## config.mk

```make
export PLATFORM = sky130hd
export DESIGN_NAME = digit_edit_ctrl
export DESIGN_NICKNAME = d
export VERILOG_FILES = /design/src/rtl/digit_edit_ctrl.sv
export SDC_FILE = /design/constraint.sdc
export NUM_CORES = 1
export LEC_CHECK = 0
export BUFFER_PORTS_ARGS = -buffer_cell sky130_fd_sc_hd__buf_2
export CAP_MARGIN = 0
export CORE_AREA = 2 2 109 111
export DETAILED_ROUTE_END_ITERATION = 6
export DIE_AREA = 0 0 111 113
export PLACE_DENSITY = 0.87
export SYNTH_ARGS = -nofsm -noshare
export SYNTH_HDL_FRONTEND = slang
export SYNTH_SLANG_ARGS = --single-unit
```

## constraint.sdc

```tcl
create_clock -name clk -period 8.59 [get_ports clk]
set_clock_uncertainty 0.2 [all_clocks]
set_input_delay 0.4295 -clock clk [delete_from_list [all_inputs] [get_ports clk]]
set_output_delay 0.4295 -clock clk [all_outputs]
set_load 0.02 [all_outputs]
```

## src/rtl/digit_edit_ctrl.sv

```systemverilog
// Digit edit controller. It sits after the key debouncer.
// k0 moves the cursor, and on the last digit it commits the working copy.
// k1 increments the digit under the cursor. A held k1 level auto-repeats
// the increment. An idle EDIT state reverts the working copy on timeout.
module digit_edit_ctrl #(
  parameter int NUM_DIGITS     = 4,
  parameter int DIGIT_MAX      = 9,
  parameter int HOLD_CYCLES    = 50_000_000,
  parameter int REPEAT_CYCLES  = 10_000_000,
  parameter int TIMEOUT_CYCLES = 500_000_000,
  parameter int BLINK_CYCLES   = 25_000_000,
  localparam int SEL_W = (NUM_DIGITS > 1) ? $clog2(NUM_DIGITS) : 1
) (
  input  logic                    clk,
  input  logic                    rst,
  input  logic                    k0,
  input  logic                    k1,
  input  logic                    k1_lvl,
  output logic [4*NUM_DIGITS-1:0] value,
  output logic [4*NUM_DIGITS-1:0] work,
  output logic [SEL_W-1:0]        sel,
  output logic [NUM_DIGITS-1:0]   blink_mask,
  output logic                    editing,
  output logic                    commit,
  output logic                    abort
);

  localparam int HOLD_W = $clog2(HOLD_CYCLES + 1);
  localparam int REP_W  = (REPEAT_CYCLES > 1) ? $clog2(REPEAT_CYCLES) : 1;
  localparam int TMO_W  = (TIMEOUT_CYCLES > 1) ? $clog2(TIMEOUT_CYCLES) : 1;
  localparam int BLK_W  = (BLINK_CYCLES > 1) ? $clog2(BLINK_CYCLES) : 1;

  localparam logic [HOLD_W-1:0] HOLD_LAST = HOLD_W'(HOLD_CYCLES - 1);
  localparam logic [HOLD_W-1:0] HOLD_SAT  = HOLD_W'(HOLD_CYCLES);
  localparam logic [REP_W-1:0]  REP_LAST  = REP_W'(REPEAT_CYCLES - 1);
  localparam logic [TMO_W-1:0]  TMO_LAST  = TMO_W'(TIMEOUT_CYCLES - 1);
  localparam logic [BLK_W-1:0]  BLK_LAST  = BLK_W'(BLINK_CYCLES - 1);
  localparam logic [SEL_W-1:0]  SEL_LAST  = SEL_W'(NUM_DIGITS - 1);

  typedef enum logic {IDLE, EDIT} state_t;

  state_t              state;
  logic                pend_k0;
  logic [HOLD_W-1:0]   hold_cnt;
  logic [REP_W-1:0]    rep_cnt;
  logic [TMO_W-1:0]    tmo_cnt;
  logic [BLK_W-1:0]    blink_cnt;
  logic                blink_off;
  logic [4*NUM_DIGITS-1:0] work_inc;

  // Auto-repeat: first shot when the hold reaches HOLD_CYCLES, then every REPEAT_CYCLES
  logic held_long, auto_inc, inc_ev, sel_ev;
  assign held_long = (hold_cnt == HOLD_SAT);
  assign auto_inc  = k1_lvl && (held_long ? (rep_cnt == REP_LAST) : (hold_cnt == HOLD_LAST));
  assign inc_ev    = k1 || auto_inc;
  assign sel_ev    = k0 || pend_k0;

  // Working copy with the cursor digit bumped, wrapping DIGIT_MAX -> 0
  for (genvar i = 0; i < NUM_DIGITS; i++) begin : g_dig
    logic [3:0] d;
    assign d = work[4*i +: 4];
    assign work_inc[4*i +: 4] = (sel != SEL_W'(i)) ? d :
                                (d == 4'(DIGIT_MAX)) ? 4'd0 : d + 4'd1;
  end

  assign blink_mask = (editing && blink_off) ? (NUM_DIGITS'(1) << sel) : '0;

  // Hold/repeat counters run only while editing with k1 held
  always_ff @(posedge clk or posedge rst) begin
    if (rst) begin
      hold_cnt <= '0;
      rep_cnt  <= '0;
    end else if (state != EDIT || !k1_lvl) begin
      hold_cnt <= '0;
      rep_cnt  <= '0;
    end else if (!held_long) begin
      hold_cnt <= hold_cnt + HOLD_W'(1);
      rep_cnt  <= '0;
    end else begin
      rep_cnt  <= (rep_cnt == REP_LAST) ? '0 : rep_cnt + REP_W'(1);
    end
  end

  // Blink phase: starts "on" at EDIT entry, toggles every BLINK_CYCLES
  always_ff @(posedge clk or posedge rst) begin
    if (rst) begin
      blink_cnt <= '0;
      blink_off <= 1'b0;
    end else if (state != EDIT) begin
      blink_cnt <= '0;
      blink_off <= 1'b0;
    end else if (blink_cnt == BLK_LAST) begin
      blink_cnt <= '0;
      blink_off <= ~blink_off;
    end else begin
      blink_cnt <= blink_cnt + BLK_W'(1);
    end
  end

  // Main edit FSM with registered outputs
  always_ff @(posedge clk or posedge rst) begin
    if (rst) begin
      state   <= IDLE;
      value   <= '0;
      work    <= '0;
      sel     <= '0;
      editing <= 1'b0;
      commit  <= 1'b0;
      abort   <= 1'b0;
      pend_k0 <= 1'b0;
      tmo_cnt <= '0;
    end else begin
      commit <= 1'b0;
      abort  <= 1'b0;
      case (state)
        IDLE: begin
          work    <= value;
          pend_k0 <= 1'b0;
          tmo_cnt <= '0;
          sel     <= '0;
          if (k0) begin
            state   <= EDIT;
            editing <= 1'b1;
          end
        end
        EDIT: begin
          if (inc_ev) work <= work_inc;
          // An increment takes the cycle, so a coincident select waits one cycle
          if (inc_ev && sel_ev) begin
            pend_k0 <= 1'b1;
          end else if (sel_ev) begin
            pend_k0 <= 1'b0;
            if (sel == SEL_LAST) begin
              value   <= work;
              commit  <= 1'b1;
              sel     <= '0;
              state   <= IDLE;
              editing <= 1'b0;
            end else begin
              sel <= sel + SEL_W'(1);
            end
          end
          // Any key activity keeps the edit alive. A quiet stretch reverts it.
          if (inc_ev || sel_ev) begin
            tmo_cnt <= '0;
          end else if (tmo_cnt == TMO_LAST) begin
            tmo_cnt <= '0;
            work    <= value;
            abort   <= 1'b1;
            sel     <= '0;
            state   <= IDLE;
            editing <= 1'b0;
          end else begin
            tmo_cnt <= tmo_cnt + TMO_W'(1);
          end
        end
        default: state <= IDLE;
      endcase
    end
  end

endmodule
```

Word-level counts from Yosys, hierarchy flattened
Cells that the tools add are included.
- word-level logic and storage cells: 109
- bits in registers: 144
- bits of input ports: 5
- output and inout port bits: 41
- $add $sub $neg: 9
- bitwise logic cells: 3
- equal/unequal tests: 17
- reductions and logical operators: 10
- shift-type cells: 1
- muxes and demuxes: 56
- operators by type and width (operator ; count):
    $mux 24 ; 3
    $mux 29 ; 2
    $pmux 29 s2 ; 1
    $eq 26x26->1 const B ; 2
    $mux 26 ; 2
    $mux 25 ; 2
    $mux 16 ; 3
    $mux 4 ; 9
    $pmux 16 s2 ; 1
    $add 29x1->29 const B ; 1
    $eq 29x29->1 const B ; 1
    $add 26x1->26 const B ; 1
    $add 25x1->25 const B ; 1
    $eq 25x25->1 const B ; 1
    $add 24x1->24 const B ; 1
    $eq 24x24->1 const B ; 1
    $mux 1 ; 24
    $add 4x1->4 const B ; 4
    $eq 4x4->1 const B ; 4
    $mux 2 ; 5
    $ne 2x1->1 const B ; 3
    $ne 2x2->1 const B ; 3
    $pmux 1 s2 ; 3
    $logic_or 1x1->1 ; 4
    other kinds (10) ; 14

Longest topological paths before layout
Gate-level depths: netlist of run 1.
- depth after elaboration: 9
- depth in mapped cells: 11

Worst setup path before layout of run 1
Ideal clock, no wire load.
- path kind: reg2reg
- from: register rep_cnt[0]
- to: register work[12]
- path slack: 6.000 ns
- setup time: 0.125 ns
- buffers on the path: 4
- stages on the path, launching flop included: 12
- arrival time: 2.265 ns
- required time: 8.265 ns
- cells stage by stage: dfrtp_1 > ha_1 > and4_1 > buf_2 > nand3_2 > o311ai_4 > a211o_1 > buf_6 > and2_4 > buf_8 > buf_12 > mux2_4
- word-level cells in the longest chain between the ends: 8
- elaborated cells between the ends (all ways): 9
- those cells by class: eq/ne: 1; mux: 5; reduce/logical: 3
- RTL lines (item ; line ; source):
    start: declaration ; 45 ; logic [REP_W-1:0] rep_cnt;
    start signal: assignment ; 80 ; rep_cnt <= (rep_cnt == REP_LAST) ? '0 : rep_cnt + REP_W'(1);
    $eq 24x24->1 (*) ; 54 ; assign auto_inc = k1_lvl && (held_long ? (rep_cnt == REP_LAST) : (hold_cnt == HOLD_LAST));
    $mux 1 (*) ; 54 ;
    $logic_and 1x1->1 (*) ; 54 ;
    $logic_or 1x1->1 (*) ; 55 ; assign inc_ev = k1 || auto_inc;
    $mux 16 ; 127 ; if (inc_ev) work <= work_inc;
    $mux 16 ; 146 ; end else if (tmo_cnt == TMO_LAST) begin
    $mux 16 (*) ; 144 ; if (inc_ev || sel_ev) begin
    $pmux 16 s2 (*) ; 115 ; case (state)
    end signal: assignment ; 117 ; work <= value;
    end signal: assignment ; 127 ;
    end signal: assignment ; 148 ; work <= value;
    end: declaration ; 20 ; output logic [4*NUM_DIGITS-1:0] work,
Every way passes the cells marked *; elsewhere a longest branch is shown, timed or not.
A chain may end at the register's enable or synchronous reset.

Worst setup path after layout of run 1
- from: register rep_cnt[0]
- to: register work[8]
Same word-level chain as after synthesis.

==> results of run 1 <==
-- worst max-delay path by stage --
stage,endpoint,cells past startpoint
finish,work[8]$_DFF_PP0_,7
global placement,work[4]$_DFF_PP0_,7
CTS,work[8]$_DFF_PP0_,7
floorplan,abort$_DFF_PP0_,1
detailed placement,work[2]$_DFF_PP0_,7
global route,work[10]$_DFF_PP0_,7
-- kinds of logic after synthesis --
family          after synthesis  share of synthesized area
simple gates                341                      0.245
mux                          32                     0.0501
xor+xnor                     95                      0.115
buf+inv                      47                     0.0318
compound gates               49                     0.0425
flops                       144                      0.500
fa+ha+maj                     9                     0.0156
-- through the flow --
| step | util | hold WS, ps | power [mW] | worst slack, ps |
|---|---|---|---|---|
| after CTS | 0.720 | 70.7 | 2.10 | 5470 |
| after floorplan | - | 248 | 1.21 | 4090 |
| after detailed placement | 0.666 | 270 | 1.34 | 5500 |
| after global routing | 0.720 | 87.4 | 2.19 | 5310 |
| after global placement | 0.666 | 265 | 1.31 | 5570 |
| final | 0.720 | 80.3 | 2.10 | 5440 |
-- Yosys cell counts (2+ instances only) --
cell / number
xnor2_1: 47
o22a_2: 3
nor2_1: 128
buf_6: 2
and4_1: 4
nand4b_1: 2
or4_1: 4
buf_2: 5
mux2_2: 25
and3_1: 20
nor4b_2: 4
a21oi_1: 26
or3_1: 14
inv_1: 27
nor3_1: 8
clkbuf_1: 10
nand3_1: 51
dfrtp_1: 144
nor4_1: 5
xor2_1: 48
or2_2: 3
nand2_1: 43
nand2b_1: 5
ha_1: 9
mux2_4: 2
nand3b_1: 5
nand4_1: 27
nand4_2: 2
nor4b_1: 2
o21ai_0: 12
mux2i_1: 5
-- state kept, by name, indices dropped and copies added (netlist names) --
register and flops:
value 16, state 1, pend_k0 1, editing 1, work 16, tmo_cnt 29, hold_cnt 26, blink_cnt 25
blink_off 1, abort 1, rep_cnt 24, commit 1, sel 2
-- cell usage in the layout, fill, tap and decap left out, types with 6 or more instances in the layout --
| master | instances |
|---|---|
| a21oi_1 | 26 |
| and3_1 | 20 |
| buf_2 | 45 |
| clkbuf_1 | 6 |
| clkbuf_16 | 17 |
| dfrtp_1 | 144 |
| ha_1 | 9 |
| inv_1 | 26 |
| mux2_2 | 25 |
| nand2_1 | 43 |
| nand3_1 | 51 |
| nand4_1 | 27 |
| nor2_1 | 128 |
| nor3_1 | 8 |
| o21ai_0 | 12 |
| or3_1 | 14 |
| xnor2_1 | 47 |
| xor2_1 | 48 |
-- critical path, cell delays in order, from the launching register on --
cell      delay (ps)
dfrtp_1          380
ha_1             230
and4_1           350
nand3_2          150
o311ai_4         580
a211o_1          430
and2_4           340
mux2_2           370
-- cell type report --
cell class                      instances  share of cell area
Clock buffer                           27              0.0619
Sequential cell                       144               0.444
Clock inverter                          5              0.0123
Timing Repair Buffer                   48              0.0308
Multi-Input combinational cell        526               0.416
Inverter                               27              0.0131
Tap cell                              143              0.0220
-- power breakdown --
group	leakage (nW)	total [mW]	internal, mW	switching [mW]
sequential	1.95	0.890	0.763	0.126
combinational	1.32	0.452	0.180	0.271
clock	0.296	0.758	0.487	0.271
total	3.57	2.10	1.43	0.668
-- layer usage --
metal | global-route usage | vias to the layer above | wire [um]
met3 | 0.0520 | 31 | 691
met4 | 0.117 | 0 | 422
met2 | 0.425 | 163 | 7390
met5 | 0 | - | 0
li1 | - | 2559 | -
met1 | 0.343 | 2720 | 6740
-- timing repair --
action                    in CTS  in global routing
hold endpoints to repair      76                  0
setup buffers                  0                  0
hold buffers                   1                  0
==> impl_metrics.env, run 1 <==
export IMPL_outcome="finished, final reports clean"
export IMPL_viasPerCell=5.95
export IMPL_clk_latency_ps=420
export IMPL_placed_area_um2=7510
export IMPL_synth_edf_count=0
export IMPL_path_max_fanout=16
export IMPL_cts_tree="done"
export IMPL_synth_cell_types=56
export IMPL_holdPathEnd="state$_DFF_PP0_"
export IMPL_peakVddDrop_mv=0.246
export IMPL_cts_htree_levels=4
export IMPL_start_util=0.640
export IMPL_hold_path_startpoint="k0"
export IMPL_clk_pin_slew_ps=60
export IMPL_fmax_ghz=0.318
export IMPL_die_h_um=113
export IMPL_dp_cells=887
export IMPL_p_leak_nw=3.57
export IMPL_worst_ep_arrival_time_ps=3250
export IMPL_finalNetCount=778
export IMPL_synth_top_area_frac=0.500
export IMPL_regToRegEndpoint="work[8]$_DFF_PP0_"
export IMPL_cp_end_kind="flip-flop"
export IMPL_ant_nets=0
export IMPL_grt_use_total=0.261
export IMPL_p_per_area_nw_per_um2=259
export IMPL_timing_hold_violations_final=0
export IMPL_period_needed_ps=3150
export IMPL_yosys_area_top_type="dfrtp_1"
export IMPL_startpoint_type="flip-flop"
export IMPL_synth_seq_area_share=0.500
export IMPL_crit_reg2reg_launch="rep_cnt[0]$_DFF_PP0_"
export IMPL_routed_wl_mm=15.2
export IMPL_critical_path_class="reg2reg"
export IMPL_grt_pass1_vias=5529
export IMPL_layout_drive_gt1_share=0.160
export IMPL_clk_path_buf_depth=2
export IMPL_syn_avg_cell_area_um2=10.1
export IMPL_r2r_cells=7
export IMPL_io_pins=46
export IMPL_drt_first_iter_violations=455
export IMPL_synthTopCellsByArea="dfrtp_1 50%, nor2_1 6.7%, xor2_1 5.8%"
export IMPL_grt_max_degree=78
export IMPL_cts_resized=0
export IMPL_numPortBuffers=45
export IMPL_worstMarginPinSlew_ps=925
export IMPL_drc=0
export IMPL_relSlewSlack=0.383
export IMPL_cts_sinks=144
export IMPL_design_core_area_um2=11300
export IMPL_dp_hpwl_mm=10.1
export IMPL_multi_input_area_um2=3380
export IMPL_route_vias_total=5473
export IMPL_cp_required_ps=8690
export IMPL_timing_setup_tns_ps=0
export IMPL_dieWidth_um=111
export IMPL_netlist_instances=717
export IMPL_syn_nets=731
export IMPL_fin_crit_sh=0.366
export IMPL_wl_per_cell_um=16.6
export IMPL_crit_start="rep_cnt[0]$_DFF_PP0_"
export IMPL_place_gp_congestion=0.853
export IMPL_stdcell_count=920
export IMPL_hp_class="in2reg"
export IMPL_dr_pass1_iters=5
export IMPL_fin_area_um2=8120
export IMPL_rows=39
export IMPL_yosys_most_used_dff="dfrtp_1"
export IMPL_rsz0062_at_grt="no"
export IMPL_cap_violations=0
export IMPL_yosys_warnings=0
export IMPL_syn_area_um2=7210
export IMPL_dieArea_um2=12500
export IMPL_num_fill_cells=770
export IMPL_async_flop_share=1.00
export IMPL_syn2layout_area_growth_pct=12.6
export IMPL_hold_depth=2
export IMPL_cts_root_buf="clkbuf_16"
export IMPL_drv_slew=0
export IMPL_grt_pass1_wl_mm=26.6
export IMPL_overflow=0
export IMPL_setup_viol=0
export IMPL_cts_made_buffers=17
export IMPL_reg2reg_slack_ps=5440
export IMPL_seqCellArea_um2=3600
export IMPL_antenna_found_initial=0
export IMPL_synth_seq_cells=144
export IMPL_antenna_cells=0
No activity file was read; power rests on OpenSTA's default activity.
==> run 2, diff against run 1 <==
--- a/config.mk
+++ b/config.mk
@@ -7,10 +7,10 @@
 export LEC_CHECK = 0
 export BUFFER_PORTS_ARGS = -buffer_cell sky130_fd_sc_hd__buf_2
 export CAP_MARGIN = 0
-export CORE_AREA = 2 2 109 111
+export CORE_AREA = 2 2 112 114
 export DETAILED_ROUTE_END_ITERATION = 6
-export DIE_AREA = 0 0 111 113
-export PLACE_DENSITY = 0.87
+export DIE_AREA = 0 0 114 116
+export PLACE_DENSITY = 0.83
 export SYNTH_ARGS = -nofsm -noshare
 export SYNTH_HDL_FRONTEND = slang
 export SYNTH_SLANG_ARGS = --single-unit
==> constraint.sdc (replaced) <==
create_clock -name clk -period 3.3 [get_ports clk]
set_clock_uncertainty 0.2 [all_clocks]
set_input_delay 0.165 -clock clk [delete_from_list [all_inputs] [get_ports clk]]
set_output_delay 0.165 -clock clk [all_outputs]
set_load 0.02 [all_outputs]
==> run 2 against run 1 <==
Net effect: cell area rose by 1.6%; core utilization fell by 2.8 points; maximum frequency rose by 9.4%; critical path type unchanged; critical endpoint is now value[8]$_DFFE_PP0P_.
==> impl_metrics.env, run 2 (synthesis results as in run 1) <==
export IMPL_layout_drive_gt1_share=0.172
export IMPL_switching_share=0.310
export IMPL_wl_met2_mm=7.70
export IMPL_antenna_found_initial=0
export IMPL_cts_tree="done"
export IMPL_ant_nets=0
export IMPL_reg_top3="tmo_cnt (29), hold_cnt (26), blink_cnt (25)"
export IMPL_p_per_area_nw_per_um2=679
export IMPL_cts_resized=0
export IMPL_design_core_area_um2=11900
export IMPL_io_pins=46
export IMPL_cts_sinks=144
export IMPL_slowest_delay_ps=680
export IMPL_startpoint_type="flip-flop"
export IMPL_dp_hpwl_mm=10.2
export IMPL_rows=40
export IMPL_outcome="finished, final reports clean"
export IMPL_worstMarginPinSlew_ps=865
export IMPL_cts_htree_levels=4
export IMPL_largest_reg_flops=29
export IMPL_maxUsedRoutingLayer="met4"
export IMPL_finalNetCount=785
export IMPL_setup_viol=0
export IMPL_drc=0
export IMPL_clk_pin_slew_ps=60
export IMPL_antenna_cells=0
export IMPL_cp_slowest_cell="nor2_2"
export IMPL_overflow=0
export IMPL_seq_power_share=0.406
export IMPL_peakVddDrop_mv=0.408
export IMPL_start_util=0.605
export IMPL_path_max_fanout=17
export IMPL_cap_violations=0
export IMPL_viasPerCell=5.93
export IMPL_post_place_ws_ps=451
export IMPL_clk_latency_ps=420
export IMPL_worst_ep_arrival_time_ps=2970
export IMPL_cts_made_buffers=17
export IMPL_grt_pass1_vias=5422
export IMPL_path_cells="ha_1 -> and4_1 -> nand3_2 -> o311ai_4 -> and2_2 -> nor2_2 -> mux2_2"
export IMPL_timing_hold_violations_final=0
export IMPL_dr_pass1_iters=5
export IMPL_dieArea_um2=13200
export IMPL_p_leak_nw=3.62
export IMPL_dieWidth_um=114
export IMPL_clk_path_buf_depth=2
export IMPL_hp_class="in2reg"
export IMPL_rsz0062_at_grt="no"
export IMPL_grt_use_total=0.250
export IMPL_largest_register="tmo_cnt"
export IMPL_place_gp_congestion=0.795
export IMPL_period_needed_ps=2880
export IMPL_drv_slew=0
export IMPL_p_sw_mw=1.74
export IMPL_p_int_mw=3.86
export IMPL_routed_wl_mm=15.3
export IMPL_wl_met1_mm=6.58
export IMPL_p_clk_frac=0.374
export IMPL_cp_end_kind="flip-flop"
export IMPL_wl_met3_um=731
export IMPL_grt_pass1_wl_mm=26.2
export IMPL_cts_root_buf="clkbuf_16"
export IMPL_die_h_um=116
export IMPL_route_vias_total=5522
export IMPL_timing_setup_tns_ps=0
export IMPL_grt_max_degree=76
export IMPL_fin_crit_sh=0.872
export IMPL_wl_per_cell_um=16.5
export IMPL_most_common_layout_cells="144 x dfrtp_1, 128 x nor2_1, 51 x nand3_1"
export IMPL_fmax_ghz=0.348
export IMPL_drt_first_iter_violations=516
export IMPL_cp_required_ps=3400
export IMPL_hold_ws_ps=151
export IMPL_numPortBuffers=45
export IMPL_critical_path_class="reg2reg"
export IMPL_setup_ws_ps=424
export IMPL_syn2layout_area_growth_pct=14.4
export IMPL_layout_commonest_cell="dfrtp_1"
export IMPL_report_power_total_mw=5.60
export IMPL_relSlewSlack=0.423
export IMPL_combPwrFrac=0.220
## run 2: cell types whose count changed in the layout (fill, tap and decap cells not counted), sizes merged
| cell | delta |
|---|---|
| inv | -1 |
| buf | +6 |
| clkinvlp | +3 |
| clkbuf | -3 |
| dlygate4sd3 | +1 |
| bufinv | +1 |
## run 2: critical path: cells and delay by family (launching register included)
| kind | cells | cell delay, ps |
|---|---|---|
| simple gates | 4 | 1360 |
| fa+ha+maj | 1 | 260 |
| compound gates | 1 | 100 |
| mux | 1 | 420 |
| flops | 1 | 410 |
## run 2: cell type report
class | count | area [um2]
Clock buffer | 24 | 512
Clock inverter | 8 | 149
Fill cell | 824 | 3660
Inverter | 27 | 105
Multi-Input combinational cell | 526 | 3380
Sequential cell | 144 | 3600
Tap cell | 147 | 184
Timing Repair Buffer | 55 | 318
## run 2: per-layer routing
| metal | track usage | vias to the layer above |
|---|---|---|
| met5 | 0 | - |
| li1 | - | 2574 |
| met2 | 0.420 | 167 |
| met3 | 0.0439 | 30 |
| met1 | 0.322 | 2751 |
| met4 | 0.105 | 0 |
## run 2: repair_timing
| item | in CTS | in global routing |
|---|---|---|
| buffers inserted | 0 | 0 |
| hold endpoints to repair | 31 | 0 |
| hold buffers | 2 | 0 |
## run 2: path summary, 6_finish.rpt
check | from | to | slack [ps] | cells past startpoint
worst max register to register | rep_cnt[0]$_DFF_PP0_ | value[8]$_DFFE_PP0P_ | 420 | 7
max in group asynchronous | rst | work[14]$_DFF_PP0_ | 1760 | 4
min in group asynchronous | rst | rep_cnt[15]$_DFF_PP0_ | 190 | 3
worst min-delay path | k1_lvl | rep_cnt[0]$_DFF_PP0_ | 150 | 4
worst min register to register | blink_cnt[0]$_DFF_PP0_ | blink_cnt[0]$_DFF_PP0_ | 290 | 1
worst max-delay path | rep_cnt[0]$_DFF_PP0_ | value[8]$_DFFE_PP0P_ | 420 | 7
## run 2: stage by stage
stage                     cells  utilization  instance area, um2
after floorplan             717            -                7210
after global placement      897        0.635                7570
after detailed placement    897        0.635                7570
after CTS                   931        0.693                8250
after global routing        931        0.693                8250
final                       931        0.693                8250
## run 2: power groups by stage
| stage | Sequential [mW] | Clock [mW] | Combinational (mW) |
|---|---|---|---|
| 5_1_grt | 2.30 | 2.19 | 1.34 |
| 3_3_place_gp | 2.26 | 0 | 1.18 |
| 6_report | 2.27 | 2.09 | 1.23 |
| 4_1_cts | 2.26 | 2.12 | 1.24 |
| 3_5_place_dp | 2.29 | 0 | 1.23 |
| 2_1_floorplan | 2.43 | 0 | 0.721 |
==> run 3, diff against run 2 <==
--- a/config.mk
+++ b/config.mk
@@ -7,9 +7,9 @@
 export LEC_CHECK = 0
 export BUFFER_PORTS_ARGS = -buffer_cell sky130_fd_sc_hd__buf_2
 export CAP_MARGIN = 0
-export CORE_AREA = 2 2 112 114
+export CORE_AREA = 2 2 157 82
 export DETAILED_ROUTE_END_ITERATION = 6
-export DIE_AREA = 0 0 114 116
+export DIE_AREA = 0 0 159 84
 export PLACE_DENSITY = 0.83
 export SYNTH_ARGS = -nofsm -noshare
 export SYNTH_HDL_FRONTEND = slang
==> run 3 against run 2 <==
Net effect: die area grew 1.0%; core utilization shrank 1.5 points; cell count grew 2.5%; non-clock buffer count grew 1; largest cell class unchanged.
==> impl_metrics.env, run 3 (synthesis results as in run 1) <==
export IMPL_outcome="finished, final reports clean"
export IMPL_drt_first_iter_violations=503
export IMPL_cts_resized=0
export IMPL_antenna_found_initial=0
export IMPL_reg_top3="tmo_cnt (29), hold_cnt (26), blink_cnt (25)"
export IMPL_hold_ws_ps=144
export IMPL_grt_pass1_vias=5552
export IMPL_viasPerCell=5.77
export IMPL_p_leak_nw=3.60
export IMPL_clk_path_buf_depth=2
export IMPL_largest_register="tmo_cnt"
export IMPL_placed_area_um2=7620
export IMPL_cts_made_buffers=17
export IMPL_period_needed_ps=2940
export IMPL_regToRegEndpoint="value[12]$_DFFE_PP0P_"
export IMPL_route_vias_total=5508
export IMPL_layout_commonest_cell="dfrtp_1"
export IMPL_layout_drive_gt1_share=0.172
export IMPL_dieWidth_um=159
export IMPL_cp_endpoint="value[12]$_DFFE_PP0P_"
export IMPL_start_util=0.591
export IMPL_grt_use_total=0.258
export IMPL_grt_pass1_wl_mm=27.6
export IMPL_clk_latency_ps=420
export IMPL_worst_ep_arrival_time_ps=3040
export IMPL_critical_path_class="reg2reg"
export IMPL_cts_tree="done"
export IMPL_clk_pin_slew_ps=60
export IMPL_relSlewSlack=0.364
export IMPL_finalNetCount=786
export IMPL_path_max_fanout=17
export IMPL_r2r_cells=7
export IMPL_crit_reg2reg_launch="hold_cnt[1]$_DFFE_PP0P_"
export IMPL_drv_slew=0
export IMPL_cp_end_kind="flip-flop"
export IMPL_grt_max_degree=59
export IMPL_cap_violations=0
export IMPL_dieArea_um2=13400
export IMPL_antenna_cells=0
export IMPL_startpoint_type="flip-flop"
export IMPL_numPortBuffers=45
export IMPL_setup_ws_ps=361
export IMPL_overflow=0
export IMPL_stdcell_count=954
export IMPL_p_per_area_nw_per_um2=675
export IMPL_setup_viol=0
export IMPL_most_common_layout_cells="144 x dfrtp_1, 128 x nor2_1, 51 x nand3_1"
export IMPL_place_gp_congestion=0.801
export IMPL_worstMarginPinSlew_ps=953
export IMPL_largest_reg_flops=29
export IMPL_cts_sinks=144
export IMPL_rsz0062_at_grt="no"
export IMPL_cts_htree_levels=4
export IMPL_design_core_area_um2=12200
export IMPL_post_place_ws_ps=421
export IMPL_crit_start="hold_cnt[1]$_DFFE_PP0P_"
export IMPL_timing_hold_violations_final=0
export IMPL_io_pins=46
export IMPL_fin_area_um2=8260
export IMPL_hold_buffers=2
export IMPL_routed_wl_mm=16.2
export IMPL_reg2reg_slack_ps=360
export IMPL_fin_crit_sh=0.891
export IMPL_hp_class="in2reg"
export IMPL_peakVddDrop_mv=0.389
export IMPL_fmax_ghz=0.340
export IMPL_syn2layout_area_growth_pct=14.6
export IMPL_wl_per_cell_um=16.9
export IMPL_dp_hpwl_mm=10.6
export IMPL_dr_pass1_iters=5
export IMPL_die_h_um=84
export IMPL_ant_nets=0
export IMPL_postCtsSetupRepairBufs=0
export IMPL_dp_cells=921
export IMPL_timing_setup_tns_ps=0
export IMPL_cp_required_ps=3400
export IMPL_rows=29
export IMPL_cts_root_buf="clkbuf_16"
export IMPL_drc=0
[run 3: changes by cell type in the layout (fill, tap and decap cells not counted)]
| cell | change |
|---|---|
| clkinv_4 | -1 |
| buf_12 | +1 |
| clkinv_2 | -1 |
| inv_6 | +2 |
| clkbuf_8 | -5 |
| clkinvlp_4 | +4 |
[run 3: how the worst min path moves through the flow]
stage | end | cells after the start | start | slack [ps]
2_1_floorplan | state$_DFF_PP0_ | 1 | k0 | 90
3_3_place_gp | hold_cnt[15]$_DFFE_PP0P_ | 2 | rst | 190
3_5_place_dp | hold_cnt[12]$_DFFE_PP0P_ | 2 | rst | 220
4_1_cts | rep_cnt[1]$_DFF_PP0_ | 4 | k1_lvl | 140
5_1_grt | rep_cnt[1]$_DFF_PP0_ | 4 | k1_lvl | 180
6_report | rep_cnt[1]$_DFF_PP0_ | 4 | k1_lvl | 140
[run 3: power by group]
part | internal [mW] | total (mW) | switching [mW]
sequential | 1.99 | 2.27 | 0.281
clock | 1.29 | 2.07 | 0.786
combinational | 0.492 | 1.24 | 0.749
total | 3.77 | 5.58 | 1.82
[run 3: through the flow]
step,power (mW),util
global route,5.82,0.678
floorplan,3.15,-
CTS,5.58,0.678
detailed placement,3.51,0.625
finish,5.58,0.678
global placement,3.44,0.625
[run 3: per-layer routing]
layer | wire length, um | up-vias | global-route usage | part of all wire
met1 | 7380 | 2740 | 0.361 | 0.46
met2 | 7670 | 176 | 0.411 | 0.47
li1 | - | 2576 | - | -
met3 | 983 | 16 | 0.0606 | 0.061
met4 | 127 | 0 | 0.0628 | 0.0079
met5 | 0 | - | 0 | 0
[run 3: worst max-delay path, cell delays in order, from the launching register on]
cell and delay, ps:
dfrtp_1 430, ha_1 230, nand3_1 210, or3_1 190, o311ai_4 130, and2_2 250, nor2_2 740, mux2_2 430
[run 3: cell type report]
cell class	instances	area, um2
inverter	27	105
multi-input combinational	526	3380
clock inverter	12	183
clock buffer	19	443
fill	904	3930
tap	170	213
sequential	144	3600
timing repair buffer	56	338
